`src/rtl/mem_req_master_if.sv`:
```
// Command/response link between the cartridge-bus mux logic and the DDR3 memory wrapper.
interface mux_mem_interface #(
   parameter int unsigned ADDR_WIDTH = 26,
   parameter int unsigned DATA_WIDTH = 32
);
   logic                  mem_rd;
   logic                  mem_wr;
   logic [ADDR_WIDTH-1:0] mem_addr;
   logic [1:0]            mem_data_width;
   logic [DATA_WIDTH-1:0] mem_wr_data;
   logic                  mem_rd_ready;
   logic                  mem_wr_ready;
   logic [DATA_WIDTH-1:0] mem_rd_data;
   logic                  mem_rd_valid;

   modport mux (
      output mem_rd, mem_wr, mem_addr, mem_data_width, mem_wr_data,
      input  mem_rd_ready, mem_wr_ready, mem_rd_data, mem_rd_valid
   );

   modport mem (
      input  mem_rd, mem_wr, mem_addr, mem_data_width, mem_wr_data,
      output mem_rd_ready, mem_wr_ready, mem_rd_data, mem_rd_valid
   );
endinterface

```
`src/rtl/mem_req_master.sv`:
```
// Initiator side of mux_mem_interface: holds one command until accepted, tracks in-flight reads and
// returns zero-extended read data in order. Optional counters: define MEM_REQ_MASTER_STATS_EN.
module mem_req_master #(
   parameter int unsigned ADDR_WIDTH = 26,
   parameter int unsigned DATA_WIDTH = 32,
   parameter int unsigned RSP_DEPTH  = 4
) (
   input  logic                          clk,
   input  logic                          rst,
   input  logic                          req_valid,
   output logic                          req_ready,
   input  logic                          req_wr,
   input  logic [ADDR_WIDTH-1:0]         req_addr,
   input  logic [1:0]                    req_width,
   input  logic [DATA_WIDTH-1:0]         req_wdata,
   output logic                          rsp_valid,
   input  logic                          rsp_ready,
   output logic [DATA_WIDTH-1:0]         rsp_data,
   output logic                          err,
`ifdef MEM_REQ_MASTER_STATS_EN
   output logic [31:0]                   rd_cnt,
   output logic [31:0]                   wr_cnt,
   output logic [$clog2(RSP_DEPTH):0]    pend_max,
`endif
   mux_mem_interface.mux                 mux_mem
);
   localparam int unsigned PW = $clog2(RSP_DEPTH);
   localparam int unsigned CW = PW + 1;
   localparam logic [CW:0]   DEPTH_C = (CW + 1)'(RSP_DEPTH);
   localparam logic [CW-1:0] CNT_ONE = CW'(1);
   localparam logic [PW-1:0] PTR_ONE = PW'(1);

   logic                  cmd_valid_q, cmd_valid_d, cmd_wr_q, cmd_wr_d;
   logic [ADDR_WIDTH-1:0] cmd_addr_q, cmd_addr_d;
   logic [1:0]            cmd_width_q, cmd_width_d;
   logic [DATA_WIDTH-1:0] cmd_wdata_q, cmd_wdata_d;
   logic [CW-1:0]         pend_q, pend_d, cnt_q, cnt_d;
   logic [1:0]            wq_q [RSP_DEPTH];
   logic [1:0]            wq_d [RSP_DEPTH];
   logic [PW-1:0]         wq_wptr_q, wq_wptr_d, wq_rptr_q, wq_rptr_d;
   logic [DATA_WIDTH-1:0] fifo_q [RSP_DEPTH];
   logic [DATA_WIDTH-1:0] fifo_d [RSP_DEPTH];
   logic [PW-1:0]         f_wptr_q, f_wptr_d, f_rptr_q, f_rptr_d;
   logic                  err_q, err_d;
   logic                  credit, wr_fire, rd_fire, rd_ret, pop;

   function automatic logic [DATA_WIDTH-1:0] ext(input logic [1:0] w,
                                                 input logic [DATA_WIDTH-1:0] d);
      logic [DATA_WIDTH-1:0] r;
      r = '0;
      case (w)
         2'b01:   r[7:0]  = d[7:0];
         2'b10:   r[15:0] = d[15:0];
         2'b11:   r       = d;
         default: r       = '0;
      endcase
      return r;
   endfunction

   // Credit counts both in-flight reads and buffered responses, so the FIFO can never overflow.
   assign credit    = ({1'b0, pend_q} + {1'b0, cnt_q}) < DEPTH_C;
   assign req_ready = ~cmd_valid_q;
   assign rsp_valid = (cnt_q != '0);
   assign rsp_data  = rsp_valid ? fifo_q[f_rptr_q] : '0;
   assign err       = err_q;
   assign pop       = rsp_valid & rsp_ready;

   assign mux_mem.mem_wr         = cmd_valid_q & cmd_wr_q;
   assign mux_mem.mem_rd         = cmd_valid_q & ~cmd_wr_q & credit;
   assign mux_mem.mem_addr       = cmd_addr_q;
   assign mux_mem.mem_data_width = cmd_width_q;
   assign mux_mem.mem_wr_data    = cmd_wdata_q;

   assign wr_fire = cmd_valid_q & cmd_wr_q & mux_mem.mem_wr_ready;
   assign rd_fire = cmd_valid_q & ~cmd_wr_q & credit & mux_mem.mem_rd_ready;
   assign rd_ret  = mux_mem.mem_rd_valid & (pend_q != '0);

   always_comb begin
      cmd_valid_d = cmd_valid_q;
      cmd_wr_d    = cmd_wr_q;
      cmd_addr_d  = cmd_addr_q;
      cmd_width_d = cmd_width_q;
      cmd_wdata_d = cmd_wdata_q;
      pend_d      = pend_q;
      cnt_d       = cnt_q;
      wq_d        = wq_q;
      wq_wptr_d   = wq_wptr_q;
      wq_rptr_d   = wq_rptr_q;
      fifo_d      = fifo_q;
      f_wptr_d    = f_wptr_q;
      f_rptr_d    = f_rptr_q;
      err_d       = err_q | (mux_mem.mem_rd_valid & (pend_q == '0));

      if (wr_fire || rd_fire) cmd_valid_d = 1'b0;
      if (req_valid && req_ready) begin
         cmd_valid_d = 1'b1;
         cmd_wr_d    = req_wr;
         cmd_addr_d  = req_addr;
         cmd_width_d = req_width;
         cmd_wdata_d = req_wdata;
      end

      if (rd_fire) begin
         wq_d[wq_wptr_q] = cmd_width_q;
         wq_wptr_d       = wq_wptr_q + PTR_ONE;
      end
      if (rd_ret) begin
         wq_rptr_d        = wq_rptr_q + PTR_ONE;
         fifo_d[f_wptr_q] = ext(wq_q[wq_rptr_q], mux_mem.mem_rd_data);
         f_wptr_d         = f_wptr_q + PTR_ONE;
      end
      if (pop) f_rptr_d = f_rptr_q + PTR_ONE;

      case ({rd_fire, rd_ret})
         2'b10:   pend_d = pend_q + CNT_ONE;
         2'b01:   pend_d = pend_q - CNT_ONE;
         default: pend_d = pend_q;
      endcase
      case ({rd_ret, pop})
         2'b10:   cnt_d = cnt_q + CNT_ONE;
         2'b01:   cnt_d = cnt_q - CNT_ONE;
         default: cnt_d = cnt_q;
      endcase
   end

   always_ff @(posedge clk) begin
      if (!rst) begin
         cmd_valid_q <= 1'b0;
         cmd_wr_q    <= 1'b0;
         cmd_addr_q  <= '0;
         cmd_width_q <= '0;
         cmd_wdata_q <= '0;
         pend_q      <= '0;
         cnt_q       <= '0;
         wq_q        <= '{default: '0};
         wq_wptr_q   <= '0;
         wq_rptr_q   <= '0;
         fifo_q      <= '{default: '0};
         f_wptr_q    <= '0;
         f_rptr_q    <= '0;
         err_q       <= 1'b0;
      end else begin
         cmd_valid_q <= cmd_valid_d;
         cmd_wr_q    <= cmd_wr_d;
         cmd_addr_q  <= cmd_addr_d;
         cmd_width_q <= cmd_width_d;
         cmd_wdata_q <= cmd_wdata_d;
         pend_q      <= pend_d;
         cnt_q       <= cnt_d;
         wq_q        <= wq_d;
         wq_wptr_q   <= wq_wptr_d;
         wq_rptr_q   <= wq_rptr_d;
         fifo_q      <= fifo_d;
         f_wptr_q    <= f_wptr_d;
         f_rptr_q    <= f_rptr_d;
         err_q       <= err_d;
      end
   end

`ifdef MEM_REQ_MASTER_STATS_EN
   logic [31:0]   rd_cnt_q, rd_cnt_d, wr_cnt_q, wr_cnt_d;
   logic [CW-1:0] pend_max_q, pend_max_d;

   always_comb begin
      rd_cnt_d   = rd_fire ? rd_cnt_q + 32'd1 : rd_cnt_q;
      wr_cnt_d   = wr_fire ? wr_cnt_q + 32'd1 : wr_cnt_q;
      pend_max_d = (pend_q > pend_max_q) ? pend_q : pend_max_q;
   end

   always_ff @(posedge clk) begin
      if (!rst) begin
         rd_cnt_q   <= '0;
         wr_cnt_q   <= '0;
         pend_max_q <= '0;
      end else begin
         rd_cnt_q   <= rd_cnt_d;
         wr_cnt_q   <= wr_cnt_d;
         pend_max_q <= pend_max_d;
      end
   end

   assign rd_cnt   = rd_cnt_q;
   assign wr_cnt   = wr_cnt_q;
   assign pend_max = pend_max_q;
`endif
endmodule
```
`src/flat_wrapper.sv`:
```
// flat-port wrapper written by rule: the top's interface ports become plain ports
module mem_req_master_flat 
#(
   parameter int unsigned ADDR_WIDTH = 26,
   parameter int unsigned DATA_WIDTH = 32,
   parameter int unsigned RSP_DEPTH  = 4
)
  (clk, rst, req_valid, req_ready, req_wr, req_addr, req_width, req_wdata, rsp_valid, rsp_ready, rsp_data, err, mux_mem_mem_rd, mux_mem_mem_wr, mux_mem_mem_addr, mux_mem_mem_data_width, mux_mem_mem_wr_data, mux_mem_mem_rd_ready, mux_mem_mem_wr_ready, mux_mem_mem_rd_data, mux_mem_mem_rd_valid);
  mux_mem_interface #(.ADDR_WIDTH(ADDR_WIDTH), .DATA_WIDTH(DATA_WIDTH)) mux_mem_i ();
  input  logic clk;
  input  logic rst;
  input  logic req_valid;
  output logic req_ready;
  input  logic req_wr;
  input  logic [ADDR_WIDTH-1:0] req_addr;
  input  logic [1:0] req_width;
  input  logic [DATA_WIDTH-1:0] req_wdata;
  output logic rsp_valid;
  input  logic rsp_ready;
  output logic [DATA_WIDTH-1:0] rsp_data;
  output logic err;
  output wire logic [$bits(mux_mem_i.mem_rd)-1:0] mux_mem_mem_rd;
  output wire logic [$bits(mux_mem_i.mem_wr)-1:0] mux_mem_mem_wr;
  output wire logic [$bits(mux_mem_i.mem_addr)-1:0] mux_mem_mem_addr;
  output wire logic [$bits(mux_mem_i.mem_data_width)-1:0] mux_mem_mem_data_width;
  output wire logic [$bits(mux_mem_i.mem_wr_data)-1:0] mux_mem_mem_wr_data;
  input wire logic [$bits(mux_mem_i.mem_rd_ready)-1:0] mux_mem_mem_rd_ready;
  input wire logic [$bits(mux_mem_i.mem_wr_ready)-1:0] mux_mem_mem_wr_ready;
  input wire logic [$bits(mux_mem_i.mem_rd_data)-1:0] mux_mem_mem_rd_data;
  input wire logic [$bits(mux_mem_i.mem_rd_valid)-1:0] mux_mem_mem_rd_valid;
  assign mux_mem_mem_rd = mux_mem_i.mem_rd;
  assign mux_mem_mem_wr = mux_mem_i.mem_wr;
  assign mux_mem_mem_addr = mux_mem_i.mem_addr;
  assign mux_mem_mem_data_width = mux_mem_i.mem_data_width;
  assign mux_mem_mem_wr_data = mux_mem_i.mem_wr_data;
  assign mux_mem_i.mem_rd_ready = mux_mem_mem_rd_ready;
  assign mux_mem_i.mem_wr_ready = mux_mem_mem_wr_ready;
  assign mux_mem_i.mem_rd_data = mux_mem_mem_rd_data;
  assign mux_mem_i.mem_rd_valid = mux_mem_mem_rd_valid;
  mem_req_master #(.ADDR_WIDTH(ADDR_WIDTH), .DATA_WIDTH(DATA_WIDTH), .RSP_DEPTH(RSP_DEPTH)) u_core (.clk(clk), .rst(rst), .req_valid(req_valid), .req_ready(req_ready), .req_wr(req_wr), .req_addr(req_addr), .req_width(req_width), .req_wdata(req_wdata), .rsp_valid(rsp_valid), .rsp_ready(rsp_ready), .rsp_data(rsp_data), .err(err), .mux_mem(mux_mem_i));
endmodule
```
`config.mk`:
```
export PLATFORM = sky130hd
export DESIGN_NAME = mem_req_master_flat
export DESIGN_NICKNAME = d
export VERILOG_FILES = /design/src/rtl/mem_req_master_if.sv /design/src/rtl/mem_req_master.sv /design/src/flat_wrapper.sv
export SDC_FILE = /design/constraint.sdc
export NUM_CORES = 1
export LEC_CHECK = 0
export ABC_AREA = 1
export CORE_AREA = 3 3 135 170
export CTS_CLUSTER_DIAMETER = 120
export CTS_CLUSTER_SIZE = 28
export DETAILED_ROUTE_END_ITERATION = 8
export DIE_AREA = 0 0 138 173
export HOLD_SLACK_MARGIN = 0.03
export PLACE_DENSITY_LB_ADDON = 0.05
export SLEW_MARGIN = 20
export SYNTH_ARGS = -nofsm -noshare
export SYNTH_HDL_FRONTEND = slang
export SYNTH_SLANG_ARGS = --single-unit
```
`constraint.sdc`:
```
create_clock -name clk -period 2.2 [get_ports clk]
set_input_delay 0.33 -clock clk [delete_from_list [all_inputs] [get_ports clk]]
set_output_delay 0.33 -clock clk [all_outputs]
set_load 0.02 [all_outputs]
```
* After elaboration in Yosys (flattened, before gate mapping)
Cells that the tools add are included.
** Storage, ports and cells
- Register bits after elaboration :: 213
- Input port bits :: 100
** Cells by class
- Reductions and logical operators :: 12
- Bitwise gates (word level) :: 15
- Add/sub/neg operators :: 9
- Equal/unequal tests :: 7
- Multiplexer cells :: 23
- Order comparisons :: 7
** Operator list (number)
- bitwise mux 128 bit :: 1
- 2-to-1 mux 32 bit :: 4
- binary-select mux 32 bit (select 2 bit) :: 1
- demux 32 bit (select 2 bit) :: 1
- 2-to-1 mux 16 bit :: 2
- 2-to-1 mux 8 bit :: 4
- greater-or-equal comparator 3 bit (second input constant) :: 4
- inverter 2 -> 3 bit :: 4
- case mux 3 bit (2 select lines) :: 2
- adder 2 x 1 -> 2 bit (second input constant) :: 4
- bitwise AND 1 bit :: 8
- bitwise mux 8 bit :: 1
- == test 2 bit (second input constant) :: 4
- adder 3 x 1 -> 3 bit (second input constant) :: 2
- == test 2 x 1 -> 1 bit (second input constant) :: 3
- less-than comparator 3 x 1 -> 1 bit (second input constant) :: 2
- 2-to-1 mux 2 bit :: 3
- nonzero test 2 bit :: 3
- nonzero test 3 bit :: 2
- subtractor 3 x 1 -> 3 bit (second input constant) :: 2
- adder 3 x 3 -> 4 bit :: 1
- binary-select mux 2 bit (select 2 bit) :: 1
- demux 2 bit (select 2 bit) :: 1
- less-than comparator 4 x 3 -> 1 bit (second input constant) :: 1
- 8 further kinds :: 12

* Longest topological paths before layout
- Word-level depth :: 9
- Gate-level depth with buffers :: 13
- Mapped depth without buffers :: 13

* Worst setup path before layout
No wires, ideal clock.
- Path type :: register to register
- Start :: register u_core.cnt_q[1]
- End :: register u_core.pend_q[1]
- Data required time :: 2.136 ns
- Period minus slack after synthesis :: 1.965 ns
- Setup slack :: 0.235 ns
- Path buffers :: 0
- Arrival :: 1.900 ns
- Library setup time :: 0.064 ns
- Cell stages (with the launch flop) :: 12
- Cells stage by stage :: dfxtp_1 > ha_1 > nand3_1 > nand2_1 > nor2_1 > nand2_1 > ha_1 > inv_1 > fa_1 > nor2_1 > a21oi_1 > nor2_1
** On the way
- Cells in the longest elaborated chain, start to end :: 6
- Elaborated cells between the ends (all ways) :: 8
- Those cells by class :: add/sub (1); order compare (1); eq/ne (2); mux (1); bitwise (2); reduce/logical (1)
** RTL lines
- from (decl) :: line mem_req_master.sv:37 : logic [CW-1:0] pend_q, pend_d, cnt_q, cnt_d;
- from (signal assigned) :: line mem_req_master.sv:149 : cnt_q <= cnt_d;
- adder 3 x 3 -> 4 bit * :: line mem_req_master.sv:61 : assign credit = ({1'b0, pend_q} + {1'b0, cnt_q}) < DEPTH_C;
- less-than comparator 4 x 3 -> 1 bit * :: line mem_req_master.sv:61
- bitwise AND 1 bit * (2 in a row) :: line mem_req_master.sv:75 : assign rd_fire = cmd_valid_q & ~cmd_wr_q & credit & mux_mem.mem_rd_ready;
- == test 2 x 1 -> 1 bit / == test 2 bit (equally long branches) :: line mem_req_master.sv:114 : case ({rd_fire, rd_ret})
- case mux 3 bit (2 select lines) / nonzero test 2 bit (equally long branches)
- to (signal assigned) :: line mem_req_master.sv:148 : pend_q <= pend_d;
- to (decl) :: line mem_req_master.sv:37
Every way passes the cells marked *; elsewhere a longest branch is shown, timed or not.
A chain may end at the register's enable or synchronous reset.

* Worst setup path in the final report
- Start :: register u_core.f_rptr_q[0]
- End :: output port rsp_data[12]
** On the way
- Cells in the longest elaborated chain, start to end :: 5
** RTL lines
- from (decl) :: line mem_req_master.sv:43 : logic [PW-1:0] f_wptr_q, f_wptr_d, f_rptr_q, f_rptr_d;
- from (signal assigned) :: line mem_req_master.sv:155 : f_rptr_q <= f_rptr_d;
- inverter 2 -> 3 bit (implied by the code) :: line mem_req_master.sv:64 : assign rsp_data = rsp_valid ? fifo_q[f_rptr_q] : '0;
- binary-select mux 32 bit (select 2 bit) :: line mem_req_master.sv:64
- 2-to-1 mux 32 bit (implied by the code) (2 in a row) :: line mem_req_master.sv:64
- 2-to-1 mux 32 bit :: line mem_req_master.sv:64
- to (decl) :: line flat_wrapper.sv:20 : output logic [DATA_WIDTH-1:0] rsp_data;
No other way between the ends. The select of a mux whose other input is x is not followed.

==> results.yml <==
floorplanning:
  num_rows: 60
  dieArea_mm2: 0.02387
  io_pins: 197
  core-area_mm2: 0.02147
  die_w_um: 138
  die_h_um: 173
  initial_utilization: 0.4485
synth:
  synth_area_mm2: 0.009630
  ys_seq_elements: 213
  synth_cell_types: 21
  postSynthAreaPerCell_um2: 6.909
  yosysWarnings: 0
  syn_nets: 1508
  ys_seq_area_frac: 0.4428
  synth_cells: 1394
power_and_ir_drop:
  leakagePower_nw: 5.426
  ir_drop_mv: 0.6236
  powerDensity_mw_per_mm2: 817.8
global_route:
  grt_max_degree: 61
  grt_usage: 0.2131
  antenna_found_initial: 0
  grt_pass1_vias: 8664
  gr-total-overflow: 0
  grt_first_pass_wirelength_mm: 43.35
cts:
  cts.sinks: 213
  htree_levels: 1
  cts_tree: "built"
  clk_latency_ps: 470
  cts-buffers-inserted: 11
  clk_pin_slew_ps: 110
  clk_path_buf_depth: 3
  root_buffer: "clkbuf_16"
route:
  drt-initial-drc-count: 470
  drc_errors: 0
  wl_mm: 26.14
  ant_nets: 0
  drt_first_pass_iters: 4
  num_vias: 8921
  post_drt_via_cell_ratio: 4.854
  wire_per_inst_um: 14.22
sta:
  final_hold_viol_count: 0
  rsz0062_at_grt: "yes"
  min_period_ps: 2148
  finalClockSkew_ps: 16.41
  setup_viol: 0
  fmax_mhz: 465.6
  drv_slew: 0
  relSlewSlack: 0.6780
  tightest_slew_ps: 481.9
  fin_setup_tns_ps: 0
  fin_crit_sh: 0.9763
place:
  gp_congestion: 0.7534
  hpwl_mm: 17.38
  dp.cells: 1826
  io_buffers: 196
worst_setup_path:
  crit_type: "register to primary output"
  start_kind: "register"
  critical_path_buf_inv_count: 2
  crit_chain: "buf_6 -> nor2_1 -> nor2_1 -> o21ai_0 -> a21oi_2 -> clkdlybuf4s15_2"
  reg2reg_depth: 13
  critical_path.top_delay_family: "buffers and inverters"
  cp.depth: 6
  cp.arrival_ps: 1820
  end_kind: "primary output"
  crit_fanout: 18
  cpMostUsedCell: "nor2_1"
  worstPathRequired_ps: 1870
  critPathMaxStageDelay_ps: 410
  cp_slowest_cell: "dfxtp_4"
hold_path:
  holdPathStages: 3
  hp-class: "input pin to register"
layout:
  area_delta_synth_final_pct: 26.27
  fill_cells: 2165
  drive_gt1_frac: 0.08275
  n_antenna_cell: 0
  fin_nets: 1674
  layoutNonFillerInstCount: 1838
status:
  status: "completed"
flow_run:
  max_cap_violations: 0
## worst register-to-register path: stages (launching register included)
cell     delay (ps)
dfxtp_1         350
ha_1            280
nand3_1          70
nand2_1          70
nor2_1           50
nand2_1          90
ha_1            150
inv_1            60
fa_1            380
a21oi_1         150
o21ai_1          90
nand2_1          60
nand2_1          40
nor2_1           80
## worst paths after layout
kind | slack, ps | start | to
max reg2reg | 220 | u_core.pend_q[1] | u_core.pend_q[2]
max | 50 | u_core.f_rptr_q[0] | rsp_data[12]
min reg2reg | 480 | u_core.err | u_core.err
min | 270 | rst | u_core.cnt_q[2]
## through the flow
step | util | cell area [um2] | worst slack (ps) | hold slack (ps) | power (mW)
CTS | 0.5734 | 12310 | -5.394 | 247.3 | 10.11
global route | 0.5664 | 12160 | -12.31 | 266.5 | 10.61
detailed placement | 0.5587 | 12000 | 29.51 | 467.4 | 7.950
global placement | 0.5587 | 12000 | 68.66 | 460.0 | 7.912
floorplan | - | 9630 | 235.4 | 484.3 | 6.512
finish | 0.5664 | 12160 | 52.12 | 267.6 | 9.944
## sequential cells by signal, summed over array words and instances (netlist names)
register / cells
u_core.f_wptr_q: 2
u_core.f_rptr_q: 2
u_core.mux_mem.mem_wr_data: 32
u_core.cmd_valid_q: 1
u_core.wq_wptr_q: 2
u_core.wq_q: 8
u_core.err: 1
u_core.mux_mem.mem_addr: 26
u_core.pend_q: 3
u_core.wq_rptr_q: 2
u_core.cnt_q: 3
u_core.cmd_wr_q: 1
u_core.mux_mem.mem_data_width: 2
u_core.fifo_q: 128
## cells in the mapped netlist
cell	n	area share
nand2_1	288	0.11
dfxtp_1	213	0.44
nor2_1	208	0.081
a21oi_1	182	0.095
inv_1	173	0.067
o21ai_0	169	0.088
clkbuf_1	47	0.018
buf_2	32	0.017
nand3_1	17	0.0088
ha_1	12	0.016
a21oi_2	11	0.010
nand3_4	10	0.018
nand4_1	9	0.0058
buf_1	6	0.0023
nand3_2	5	0.0052
inv_2	3	0.0012
buf_12	2	0.0042
buf_4	2	0.0016
fa_1	2	0.0042
nand2_2	2	0.0013
nand3b_1	1	0.00078
## cell usage in the layout (no fill, tap or decap), drive strengths merged
cell type      synthesis  routed
fa                     2       2
ha                    12      12
nand3b                 1       1
dfxtp                213     213
buf                   42      66
clkdlybuf4s50          0     162
a21oi                193     193
o21ai                169     169
nand3                 32      32
nor2                 208     208
clkinv                 0       1
nand2                290     290
clkbuf                47      24
clkdlybuf4s15          0       1
nand4                  9       9
inv                  176     176
## what timing repair did
| item | CTS | global route |
|---|---|---|
| resized for setup | 85 | 46 |
| setup buffers | 0 | 0 |
| pin swaps | 1 | 5 |
| endpoints found under the setup margin | 33 | 34 |
| hold buffers | 0 | 0 |
## metal layers
| layer | global-route usage | wire (um) | up-vias |
|---|---|---|---|
| li1 | - | - | 4703 |
| met2 | 0.3732 | 12460 | 207 |
| met5 | 0 | 0 | - |
| met4 | 0.04119 | 337 | 0 |
| met3 | 0.06805 | 2179 | 23 |
| met1 | 0.2581 | 11160 | 3988 |
## kinds of logic after synthesis
| kind of cell | synth area share |
|---|---|
| compound gates | 0.1924 |
| flops | 0.4428 |
| buf+inv | 0.1116 |
| fa+ha+maj | 0.01975 |
| simple gates | 0.2335 |
## area by class of cell
| type | instances | area [um2] | area share |
|---|---|---|---|
| Multi-Input combinational cell | 916 | 4303 | 0.3538 |
| Inverter | 176 | 660.6 | 0.05433 |
| Clock inverter | 1 | 16.27 | 0.001338 |
| Tap cell | 279 | 349.1 | 0.02871 |
| Clock buffer | 11 | 275.3 | 0.02264 |
| Sequential cell | 213 | 4269 | 0.3511 |
| Timing Repair Buffer | 242 | 2287 | 0.1881 |
## power breakdown
part           switching (mW)  leakage, nW  internal [mW]  total [mW]
combinational            2.07         3.55           1.28        3.36
sequential              0.188         1.74           4.21        4.40
clock                    1.26        0.142          0.923        2.18
(Power assumes the default switching activity.)
